`config.mk`:
```
export PLATFORM = sky130hd
export DESIGN_NAME = sprime_block_writer
export DESIGN_NICKNAME = d
export VERILOG_FILES = /design/src/rtl/sprime_block_writer_pkg.sv /design/src/rtl/sprime_addr_gen.sv /design/src/rtl/sprime_block_writer.sv
export SDC_FILE = /design/constraint.sdc
export NUM_CORES = 1
export LEC_CHECK = 0
export CAP_MARGIN = 20
export CORE_UTILIZATION = 55
export CTS_CLUSTER_SIZE = 14
export DETAILED_ROUTE_END_ITERATION = 16
export DONT_BUFFER_PORTS = 1
export PLACE_DENSITY = 0.75
export RECOVER_POWER = 100
export SLEW_MARGIN = 20
export SYNTH_ARGS = -nofsm -noshare
export SYNTH_HDL_FRONTEND = slang
export SYNTH_SLANG_ARGS = --single-unit
```
`constraint.sdc`:
```
create_clock -name CLOCK_50_I -period 9.6 [get_ports CLOCK_50_I]
set_input_delay 1.92 -clock CLOCK_50_I [delete_from_list [all_inputs] [get_ports CLOCK_50_I]]
set_output_delay 1.92 -clock CLOCK_50_I [all_outputs]
set_load 0.02 [all_outputs]
```
`src/rtl/sprime_block_writer_pkg.sv`:
```
// Shared constants and types for the S' block writer.
// Holds the FSM state enum, the colour-segment enum, per-segment SRAM offsets, row strides and
// block-grid geometry, plus small lookup helpers keyed by segment.
package sprime_block_writer_pkg;

  typedef enum logic [2:0] {
    StIdle,
    StLead,
    StWrHi,
    StWrLo,
    StDone
  } state_e;

  typedef enum logic [1:0] {
    SegY = 2'd0,
    SegU = 2'd1,
    SegV = 2'd2
  } seg_e;

  localparam int unsigned AddrW = 18;

  localparam logic [AddrW-1:0] OffsetY  = 18'd0;
  localparam logic [AddrW-1:0] OffsetU  = 18'd76800;
  localparam logic [AddrW-1:0] OffsetV  = 18'd115200;
  localparam logic [AddrW-1:0] StrideY  = 18'd320;
  localparam logic [AddrW-1:0] StrideUV = 18'd160;

  localparam logic [5:0] BlkColsY  = 6'd40;
  localparam logic [5:0] BlkColsUV = 6'd20;
  localparam logic [4:0] BlkRows   = 5'd30;

  // Last DPRAM word of a block (32 words of two coefficients each).
  localparam logic [4:0] LastWord = 5'd31;

  function automatic logic [AddrW-1:0] seg_offset(seg_e seg);
    case (seg)
      SegY:    return OffsetY;
      SegU:    return OffsetU;
      SegV:    return OffsetV;
      default: return OffsetY;
    endcase
  endfunction

  function automatic logic [AddrW-1:0] seg_stride(seg_e seg);
    return (seg == SegY) ? StrideY : StrideUV;
  endfunction

  function automatic logic [5:0] seg_last_cb(seg_e seg);
    return (seg == SegY) ? (BlkColsY - 6'd1) : (BlkColsUV - 6'd1);
  endfunction

endpackage

```
`src/rtl/sprime_addr_gen.sv`:
```
// SRAM word-address generator for one coefficient of an 8x8 block.
// addr = seg_base + segment offset + (rb*8 + r) * stride + cb*8 + c, all 18-bit unsigned.
// Ports:
//   seg_i      segment (Y/U/V)
//   rb_i, cb_i block row / block column within the segment
//   r_i, c_i   row / column inside the 8x8 block
//   seg_base_i SRAM word address of the Y segment origin
//   addr_o     resulting SRAM word address (combinational)
module sprime_addr_gen
  import sprime_block_writer_pkg::*;
(
  input  seg_e             seg_i,
  input  logic [4:0]       rb_i,
  input  logic [5:0]       cb_i,
  input  logic [2:0]       r_i,
  input  logic [2:0]       c_i,
  input  logic [AddrW-1:0] seg_base_i,
  output logic [AddrW-1:0] addr_o
);

  logic [AddrW-1:0] row;
  logic [AddrW-1:0] col;

  always_comb begin
    // {rb, r} is rb*8 + r; {cb, c} is cb*8 + c.
    row    = {10'd0, rb_i, r_i};
    col    = {9'd0, cb_i, c_i};
    addr_o = seg_base_i + seg_offset(seg_i) + row * seg_stride(seg_i) + col;
  end

endmodule

```
`src/rtl/sprime_block_writer.sv`:
```
// Writes one 64-coefficient 8x8 block from the dual-port RAM into SRAM, in the raster layout
// the S' fetch path reads back. Blocks are emitted in Y, U, V order, raster over block columns
// then block rows; after the last V block the writer latches WP_memory_end.
// Ports:
//   CLOCK_50_I       clock, rising edge
//   Reset            synchronous active-high reset
//   WP_start         pulse: write the current block (ignored unless idle and not at memory end)
//   SEG_BASE         Y segment origin, captured on an accepted WP_start
//   DP_read_address  DPRAM word address (0..31)
//   DP_read_data     DPRAM data, valid one cycle after the address
//   SRAM_address     registered SRAM word address
//   SRAM_write_data  registered SRAM write data
//   SRAM_we_n        registered SRAM write enable, active low
//   WP_done          pulse: block fully written
//   WP_memory_end    level: last V block written
module sprime_block_writer
  import sprime_block_writer_pkg::*;
(
  input  logic             CLOCK_50_I,
  input  logic             Reset,
  input  logic             WP_start,
  input  logic [AddrW-1:0] SEG_BASE,
  output logic [6:0]       DP_read_address,
  input  logic [31:0]      DP_read_data,
  output logic [AddrW-1:0] SRAM_address,
  output logic [15:0]      SRAM_write_data,
  output logic             SRAM_we_n,
  output logic             WP_done,
  output logic             WP_memory_end
);

  state_e           state_q;
  seg_e             seg_q;
  logic [5:0]       cb_q;
  logic [4:0]       rb_q;
  logic [4:0]       word_q;
  logic [AddrW-1:0] seg_base_q;
  logic [6:0]       rd_addr_q;
  logic [AddrW-1:0] sram_addr_q;
  logic [15:0]      sram_data_q;
  logic             we_n_q;
  logic             done_q;
  logic             mem_end_q;

  logic             lo_half;
  logic [AddrW-1:0] wr_addr;

  // Word k holds row k/4, columns 2*(k%4) (high half) and 2*(k%4)+1 (low half).
  assign lo_half = (state_q == StWrLo);

  sprime_addr_gen u_addr_gen (
    .seg_i      (seg_q),
    .rb_i       (rb_q),
    .cb_i       (cb_q),
    .r_i        (word_q[4:2]),
    .c_i        ({word_q[1:0], lo_half}),
    .seg_base_i (seg_base_q),
    .addr_o     (wr_addr)
  );

  always_ff @(posedge CLOCK_50_I) begin
    if (Reset) begin
      state_q     <= StIdle;
      seg_q       <= SegY;
      cb_q        <= '0;
      rb_q        <= '0;
      word_q      <= '0;
      seg_base_q  <= '0;
      rd_addr_q   <= '0;
      sram_addr_q <= '0;
      sram_data_q <= '0;
      we_n_q      <= 1'b1;
      done_q      <= 1'b0;
      mem_end_q   <= 1'b0;
    end else begin
      done_q <= 1'b0;
      we_n_q <= 1'b1;
      unique case (state_q)
        StIdle: begin
          if (WP_start && !mem_end_q) begin
            state_q    <= StLead;
            rd_addr_q  <= '0;
            word_q     <= '0;
            seg_base_q <= SEG_BASE;
          end
        end
        // Word 0 is in flight through the registered DPRAM.
        StLead: state_q <= StWrHi;
        StWrHi: begin
          sram_addr_q <= wr_addr;
          sram_data_q <= DP_read_data[31:16];
          we_n_q      <= 1'b0;
          // The new address only reaches the DPRAM output after WR_LO, so the current word
          // stays valid for the low half.
          if (word_q != LastWord) begin
            rd_addr_q <= {2'b00, word_q + 5'd1};
          end
          state_q <= StWrLo;
        end
        StWrLo: begin
          sram_addr_q <= wr_addr;
          sram_data_q <= DP_read_data[15:0];
          we_n_q      <= 1'b0;
          if (word_q == LastWord) begin
            state_q <= StDone;
          end else begin
            word_q  <= word_q + 5'd1;
            state_q <= StWrHi;
          end
        end
        StDone: begin
          done_q  <= 1'b1;
          state_q <= StIdle;
          if (cb_q == seg_last_cb(seg_q)) begin
            cb_q <= '0;
            if (rb_q == BlkRows - 5'd1) begin
              rb_q <= '0;
              if (seg_q == SegV) begin
                mem_end_q <= 1'b1;
              end else begin
                seg_q <= (seg_q == SegY) ? SegU : SegV;
              end
            end else begin
              rb_q <= rb_q + 5'd1;
            end
          end else begin
            cb_q <= cb_q + 6'd1;
          end
        end
        default: state_q <= StIdle;
      endcase
    end
  end

  assign DP_read_address = rd_addr_q;
  assign SRAM_address    = sram_addr_q;
  assign SRAM_write_data = sram_data_q;
  assign SRAM_we_n       = we_n_q;
  assign WP_done         = done_q;
  assign WP_memory_end   = mem_end_q;

endmodule

```
# Word level (Yosys, flattened, before mapping)
# Index checks and enable logic that the tools add are counted.
# totals
ff_bits,83
output_inout_bits,44
elab_cells,65
in_bits,53
# op_classes
n_mul,1
bitwise_logic,1
n_addsub,6
mux,18
n_eq_ne,13
reduce_logical,14
# op_table
cell,count
17-bit one-hot mux with 2 select lines,1
16-bit one-hot mux with 2 select lines,1
18-bit by 17-bit adder with 18-bit output,1
18-bit adder,1
18-bit by 9-bit adder with 18-bit output,1
8-bit by 18-bit multiplier with 18-bit output,1
5-bit two-way mux,3
7-bit two-way mux,2
7-bit one-hot mux with 2 select lines,1
6-bit two-way mux,2
3-bit one-hot mux with 4 select lines,1
5-bit by 1-bit adder with 5-bit output (second input constant),2
5-bit equality test (second input constant),2
5-bit one-hot mux with 2 select lines,1
9-bit two-way mux,1
4-bit AND reduction,2
6-bit by 1-bit adder with 6-bit output (second input constant),1
3-bit by 2-bit equality test with 1-bit output (second input constant),2
6-bit equality test,1
3-bit two-way mux,2
2-bit != test (second input constant),3
3-bit AND reduction,2
2-bit nonzero test,3
5-bit != test (second input constant),1
other kinds (13),15

# Logic depth before layout (Yosys ltp)
# Gate-level depths: netlist of the first run.
# logic_depth
ltp_word,5
mapped_depth,24
ltp_nobuf,20

# Modules after synthesis
# A second synthesis of the first run with hierarchy kept.
# hier_totals
hier_cells,627
area_unflattened_um2,5366.4
# by_module_without_submodules
module,cells_per_inst,seq_area_each_um2,n_inst,area_each_um2
sprime_block_writer,399,1621.6,1,3338.2
sprime_addr_gen,228,0.0,1,2028.2

# Worst setup path after synthesis of the first run
# OpenSTA, ideal clock, no wires.
# synth_path
path_kind,reg2reg
start,register seg_q[0]
end,register sram_addr_q[14] (netlist: SRAM_address[14])
setup_time_ns,0.062
stages_incl_launch_ff,25
required_time_ns,9.538
setup_slack_ns,4.781
t_arrival_ns,4.757
path_buffers,4
period_less_slack_ns,4.819
cell_sequence,dfxtp_1 > inv_1 > ha_1 > buf_6 > clkbuf_1 > nand2b_1 > nand2_1 > ha_1 > clkbuf_1 > ha_1 > inv_1 > fa_1 > inv_1 > fa_1 > inv_1 > fa_1 > inv_1 > ha_1 > clkbuf_1 > a21oi_1 > o211ai_1 > a21oi_1 > o21bai_1 > or4_1 > nand3_1
# synth_between
elab_chain_len,5
word_cells_on_any_way,9
classes_between,3 x add/sub; 1 x mul; 2 x eq/ne; 2 x mux; 1 x reduce/logical
# synth_lines
item,line,rtl
start: declaration,sprime_block_writer.sv:33,seg_e seg_q;
start signal: assignment,sprime_block_writer.sv:64,seg_q <= SegY;
start signal: assignment,sprime_block_writer.sv:121,seg_q <= (seg_q == SegY) ? SegU : SegV;
2-bit logical NOT (tied with other cells),sprime_block_writer_pkg.sv:45,return (seg == SegY) ? StrideY : StrideUV;
9-bit two-way mux or 17-bit one-hot mux with 2 select lines (tied branches),"sprime_block_writer_pkg.sv:45, sprime_block_writer_pkg.sv:36",
8-bit by 18-bit multiplier with 18-bit output or 18-bit by 17-bit adder with 18-bit output (tied branches),sprime_addr_gen.sv:28,addr_o = seg_base_i + seg_offset(seg_i) + row * seg_stride(seg_i) + col;
18-bit adder (*),sprime_addr_gen.sv:28,
18-bit by 9-bit adder with 18-bit output (*),sprime_addr_gen.sv:28,
end signal: assignment,sprime_block_writer.sv:90,sram_addr_q <= wr_addr;
end signal: assignment,sprime_block_writer.sv:101,sram_addr_q <= wr_addr;
end: declaration,sprime_block_writer.sv:39,logic [AddrW-1:0] sram_addr_q;
# Mark *: on every way between the ends. The rest lies on a longest branch, timed or not.
# A chain may end at the register's enable or synchronous reset.

# Worst setup path after layout of the first run
# layout_path
start,register seg_q[0]
end,register sram_addr_q[16] (netlist: SRAM_address[16])
# Same word-level chain as after synthesis.

==> results of run 1 <==
## per-layer routing
layer,vias to the layer above,track usage (%)
li1,2044,-
met1,1890,29.23
met2,108,42.33
met3,22,5.362
met4,0,7.692
met5,-,0
## worst reg2reg max path, stage by stage, from the launching register on
cell	delay (ps)
dfxtp_1	330
inv_1	100
ha_1	480
mux2_1	410
ha_1	290
inv_1	50
fa_1	520
fa_1	560
inv_1	60
fa_1	430
fa_1	440
ha_1	400
a21o_1	220
a21o_1	180
a221o_1	350
nor2_1	120
nand4_1	100
nand3_1	200
## per-stage QoR
step | area, µm² | hold slack, ps | setup WS, ps | total power, mW | util (%)
after floorplan | 5279 | 436.3 | 4781 | 0.4503 | -
after global placement | 5305 | 439.5 | 4520 | 0.4634 | 57.41
after detailed placement | 5305 | 443.2 | 4343 | 0.4664 | 57.41
after CTS | 5530 | 456.6 | 4344 | 0.7528 | 59.85
after global routing | 5498 | 476.4 | 4046 | 0.7784 | 59.50
final | 5498 | 454.8 | 4305 | 0.7475 | 59.50
## synthesized netlist by cell type (2+ instances only)
| cell | instances | area [µm²] |
|---|---|---|
| dfxtp_1 | 81 | 1622 |
| nand2_1 | 81 | 304.0 |
| ha_1 | 62 | 775.7 |
| inv_1 | 53 | 198.9 |
| a21oi_1 | 51 | 255.2 |
| nor2_1 | 45 | 168.9 |
| clkbuf_1 | 25 | 93.84 |
| fa_1 | 23 | 460.4 |
| a211oi_1 | 20 | 150.1 |
| mux2i_1 | 18 | 180.2 |
| nand3_1 | 17 | 85.08 |
| o21ai_0 | 13 | 65.06 |
| xnor2_1 | 11 | 96.34 |
| nor3_1 | 9 | 45.04 |
| nand2b_1 | 8 | 50.05 |
| xor2_1 | 8 | 70.07 |
| a21o_1 | 6 | 45.04 |
| or3_1 | 6 | 37.54 |
| nor2b_1 | 5 | 31.28 |
| a31oi_1 | 4 | 25.02 |
| and2_1 | 4 | 25.02 |
| and3_1 | 4 | 25.02 |
| buf_2 | 4 | 20.02 |
| nand4_1 | 4 | 25.02 |
| a22oi_1 | 3 | 22.52 |
| and4_1 | 3 | 26.28 |
| buf_1 | 3 | 11.26 |
| a2111oi_0 | 2 | 17.52 |
| a311o_1 | 2 | 20.02 |
| buf_4 | 2 | 15.01 |
| conb_1 | 2 | 7.510 |
| mux2_2 | 2 | 22.52 |
| nor4_1 | 2 | 12.51 |
| o21bai_1 | 2 | 15.01 |
| or4_1 | 2 | 15.01 |
## cell type report
cell class | count | share of cell area, %
clock inverters | 6 | 1.775
multi-input cells | 447 | 59.76
clock buffers | 10 | 2.321
repair buffers | 1 | 0.06827
flip-flops and latches | 81 | 29.52
inverters | 53 | 3.619
well taps | 129 | 2.936
## power breakdown
group | switching [mW] | internal, mW | leakage [nW]
combinational | 0.0499 | 0.0304 | 1.71
clock | 0.139 | 0.151 | 0.113
sequential | 0.0258 | 0.352 | 0.660
total | 0.215 | 0.533 | 2.48
## worst paths after layout
path                            slack (ps)  cells after the start               end      startpoint
worst min register to register         450                      2    seg_base_q[15]  seg_base_q[15]
worst min-delay path                   450                      2    seg_base_q[15]  seg_base_q[15]
worst max-delay path                  4300                     17  SRAM_address[16]        seg_q[0]
worst max register to register        4300                     17  SRAM_address[16]        seg_q[0]
## kinds of logic after synthesis
group | after synthesis | share of synthesized area, %
compound gates | 118 | 14.07
xor+xnor | 19 | 3.161
fa+ha+maj | 85 | 23.48
buf+inv | 88 | 6.655
flops | 81 | 30.81
mux | 21 | 4.065
other cells | 2 | 0.1427
simple gates | 198 | 17.61
## registers in the layout (all words and copies together), names as in the netlist
signal,count
DP_read_address,5
SRAM_address,18
SRAM_we_n,1
SRAM_write_data,16
WP_done,1
WP_memory_end,1
cb_q,6
rb_q,5
seg_base_q,18
seg_q,2
state_q,3
word_q,5
## placed cells by master (no fill, tap or decap), types with 9 or more instances in the layout
| cell | Yosys | layout |
|---|---|---|
| a21oi_1 | 51 | 52 |
| dfxtp_1 | 81 | 80 |
| inv_1 | 53 | 53 |
| mux2i_1 | 18 | 18 |
| nand2_1 | 81 | 81 |
| xnor2_1 | 11 | 11 |
| ha_1 | 62 | 62 |
| clkbuf_8 | 0 | 9 |
| nor3_1 | 9 | 10 |
| fa_1 | 23 | 23 |
| nor2_1 | 45 | 45 |
| o21ai_0 | 13 | 14 |
| nand3_1 | 17 | 17 |
| a211oi_1 | 20 | 20 |
==> flow_summary.yaml, run 1 <==
status:
  outcome: "finished with violations"
  failed_checks: "max-capacitance violations, max-slew violations"
sta:
  period_share_pct: 55.16
  grt_setup_unrepaired: "false"
  tns_ps: 0
  min_period_ps: 5295
  setup_viol: 0
  worst_pin_slew_ps: 2986
  hold_viol_final: 0
  fmax_mhz: 188.9
  worst_clock_skew_ps: 8.447
  slew_violations: 50
  relSlewSlack_pct: -99.83
pwr:
  leakage_nw: 2.484
  ir_drop_mv: 0.08540
  power_density_nw_per_um2: 136.0
global_route:
  antenna_found_initial: 0
  grt_max_degree: 74
  grt_pass1_vias: 4043
  track_usage_pct: 24.09
  grt_pass1_wl_um: 18910
  grt_overflow: 0
cells_and_area:
  fillers: 813
  diodes: 0
  regArea_um2: 1623
  nets: 731
  drive_above_1_share_pct: 3.512
  fin_cells: 727
  multi_input_area_um2: 3286
  syn2layout_area_growth_pct: 4.445
flow_run:
  cap_violations: 1
clock_network:
  cts-resized-gates: 0
  clock_path_buffers: 2
  cts_tree: "yes"
  htreeDepth: 3
  postCtsSetupBuffers: 0
  clkSlewWorstSetupHoldPaths_ps: 90
  cts.sinks: 81
  hold_buffers: 0
  numCtsBuffers: 9
  ctsRootBufferMaster: "clkbuf_8"
  clock_latency_ps: 360
logic_synthesis:
  synth_area_um2: 5264
  synth_seq_area_share_pct: 30.81
  ys.warnings.count: 0
  synthDistinctLibCells: 60
  async_flop_share_pct: 0
  ys.flop_type: "dfxtp_1"
  synth_edf_count: 0
  ys_ff_latch: 81
  syn_avg_cell_area_um2: 8.601
  syn_inst: 612
critical_path:
  cp.arrival_ps: 5590
  worst-path-buf-inv: 3
  worstSetupEndpointType: "flip-flop"
  crit_family: "adder cells"
  cp-start-kind: "flip-flop"
  path_max_fanout: 18
  critical_path_class: "flip-flop to flip-flop"
  cp_common_cell: "fa_1"
  max_stage_delay_ps: 560
  cpMaxStageDelayCell: "fa_1"
  cp.required_ps: 9890
  cp_cell_sequence: "inv_1 > ha_1 > mux2_1 > ha_1 > inv_1 > fa_1 > fa_1 > inv_1 > fa_1 > fa_1 > ha_1 > a21o_1 > a21o_1 > a221o_1 > nor2_1 > nand4_1 > nand3_1"
placement:
  place_inst: 710
  port_buffers: 0
  gp_congestion: 0.8545
  hpwl_um: 8548
routing:
  first_pass_iters: 4
  drt_wl_total_um: 11520
  wl_met1_um: 4957
  ant_nets: 0
  wl_met3_um: 615
  drt-initial-drc-count: 162
  via_per_inst: 5.590
  num_vias: 4064
  routedWlPerCell_um: 15.85
  dr_wl_met2_um: 5733
  top_layer: "met4"
  drcViolationCount: 0
hold_path:
  holdCritPathClass: "flip-flop to flip-flop"
floorplanning:
  die_y_um: 99.83
  core_um2: 9240
  dieArea_um2: 9966
  io_pins: 97
  die_w_um: 99.83
  row_count: 35
  start_util_pct: 56.97
Note: power is estimated with default switching activity, not from simulation.
==> inputs of run 2 (changes only) <==
==> constraint.sdc (replaced) <==
create_clock -name CLOCK_50_I -period 5.48 [get_ports CLOCK_50_I]
set_input_delay 1.096 -clock CLOCK_50_I [delete_from_list [all_inputs] [get_ports CLOCK_50_I]]
set_output_delay 1.096 -clock CLOCK_50_I [all_outputs]
set_load 0.02 [all_outputs]
==> run 2 against run 1 <==
The flow still finishes with violations (max-capacitance violations, max-slew violations); maximum frequency rose by 6.7%; highest routed layer unchanged; die area stayed put; cell count increased by 0.14%; sequential share of layout area about the same; sequential power rose by 76%; largest power group unchanged; non-clock buffer count increased by 1; clock skew grew 6.3 ps.
==> flow_summary.yaml, run 2 (synthesized netlist as in run 1, its figures left out) <==
status:
  outcome: "finished with violations"
  failed_checks: "max-capacitance violations, max-slew violations"
critical_path:
  cp.required_ps: 5760
  ff2ff_path_depth: 17
  cpMaxStageDelayCell: "fa_1"
  max_stage_delay_ps: 540
  worstReg2RegEnd: "SRAM_address[14]"
  r2r_setup_slack_ps: 520
  critical_path_class: "flip-flop to flip-flop"
  cp_common_cell: "fa_1"
  path_max_fanout: 6
  cp_cell_sequence: "inv_1 > ha_1 > mux2_2 > ha_1 > inv_1 > fa_1 > fa_1 > inv_1 > fa_1 > fa_1 > ha_1 > nand2_1 > o211ai_1 > a21oi_1 > o21bai_1 > or4_1 > nand3_1"
  cp.arrival_ps: 5250
  reg2reg_from: "seg_q[0]"
  worstSetupEndpointType: "flip-flop"
  cp-start-kind: "flip-flop"
sta:
  relSlewSlack_pct: -98.99
  min_period_ps: 4965
  tns_ps: 0
  worst_clock_skew_ps: 14.73
  setup_viol: 0
  fmax_mhz: 201.4
  period_share_pct: 90.60
  worst_pin_slew_ps: 2974
  hold_viol_final: 0
  slew_violations: 50
  grt_setup_unrepaired: "false"
clock_network:
  cts.sinks: 81
  ctsRootBufferMaster: "clkbuf_8"
  clkSlewWorstSetupHoldPaths_ps: 90
  hold_buffers: 0
  clock_latency_ps: 360
  cts_tree: "yes"
  htreeDepth: 3
  postCtsSetupBuffers: 0
  numCtsBuffers: 9
  clock_path_buffers: 2
  cts-resized-gates: 0
pwr:
  power_density_nw_per_um2: 224.3
  ir_drop_mv: 0.1511
  leakage_nw: 2.476
hold_path:
  hold_path_end: "seg_base_q[12]"
  min-delay-start: "seg_base_q[12]"
  hold-path-cell-count: 2
  holdCritPathClass: "flip-flop to flip-flop"
cells_and_area:
  syn2layout_area_growth_pct: 4.255
  fillers: 812
  stdcell_area_um2: 5488
  nets: 732
  drive_above_1_share_pct: 4.174
  mostFrequentLayoutCells: "dfxtp_1, nand2_1, ha_1, inv_1, a21oi_1"
  diodes: 0
routing:
  wl_met3_um: 693
  drt_wl_total_um: 11440
  ant_nets: 0
  dr_wl_met2_um: 5622
  drcViolationCount: 0
  routedWlPerCell_um: 15.72
  drt-initial-drc-count: 148
  num_vias: 4103
  top_layer: "met4"
  via_per_inst: 5.636
  wl_met1_um: 4919
  first_pass_iters: 5
flow_run:
  cap_violations: 1
floorplanning:
  start_util_pct: 56.97
  die_y_um: 99.83
  dieArea_um2: 9966
  die_w_um: 99.83
  row_count: 35
  core_um2: 9240
  io_pins: 97
placement:
  hpwl_um: 8445
  gp_congestion: 0.8947
  placed_area_um2: 5313
  port_buffers: 0
global_route:
  track_usage_pct: 23.70
  antenna_found_initial: 0
  grt_pass1_vias: 4001
  grt_overflow: 0
  grt_pass1_wl_um: 18600
  grt_max_degree: 74
==> run 2: worst max-delay path by stage <==
stage / start / end / slack [ps] / depth (start not counted)
after floorplan: seg_q[0] / SRAM_address[14] / 660 / 24
after global placement: seg_q[0] / SRAM_address[16] / 700 / 17
after detailed placement: seg_q[0] / SRAM_address[16] / 570 / 17
after CTS: seg_q[0] / SRAM_address[16] / 530 / 17
after global routing: seg_q[0] / SRAM_address[16] / 230 / 18
final: seg_q[0] / SRAM_address[14] / 520 / 17
==> run 2: layer usage <==
layer  vias to the layer above  global-route usage (%)
li1                       2042                       -
met1                      1921                   28.57
met2                       120                   41.59
met3                        20                   5.919
met4                         0                   7.127
met5                         -                       0
==> run 2: worst max-delay path, delay by kind of cell (launching register included) <==
family / cells / cell delay, ps
AO/OA/AOI/OAI: 3 / 480
adder cells (fa/ha/maj): 7 / 2860
buffers and inverters: 3 / 200
flip-flops: 1 / 340
multiplexers: 1 / 370
AND/OR/NAND/NOR: 3 / 650
==> run 2: area by class of cell <==
type	instances	area, µm²	area share [%]
Clock buffer	9	123.9	2.257
Tap cell	129	161.4	2.941
Multi-Input combinational cell	447	3299	60.12
Inverter	53	198.9	3.625
Timing Repair Buffer	2	21.27	0.3876
Clock inverter	7	61.31	1.117
Sequential cell	81	1622	29.55
==> run 2: metrics by stage <==
step / hold WS (ps) / util (%) / setup WS, ps / total power [mW] / cells
6_report: 460.0 / 59.39 / 515.1 / 1.231 / 728
5_1_grt: 483.4 / 59.39 / 233.4 / 1.292 / 728
4_1_cts: 461.5 / 59.50 / 531.4 / 1.235 / 727
3_5_place_dp: 447.4 / 57.49 / 568.3 / 0.8188 / 711
3_3_place_gp: 440.1 / 57.49 / 698.8 / 0.8129 / 711
2_1_floorplan: 436.3 / - / 660.7 / 0.7888 / 616
==> run 2: power by group <==
| part | internal (mW) | switching (mW) |
|---|---|---|
| registers | 0.616 | 0.0464 |
| clock network | 0.174 | 0.250 |
| logic | 0.0558 | 0.0883 |
| total | 0.846 | 0.385 |
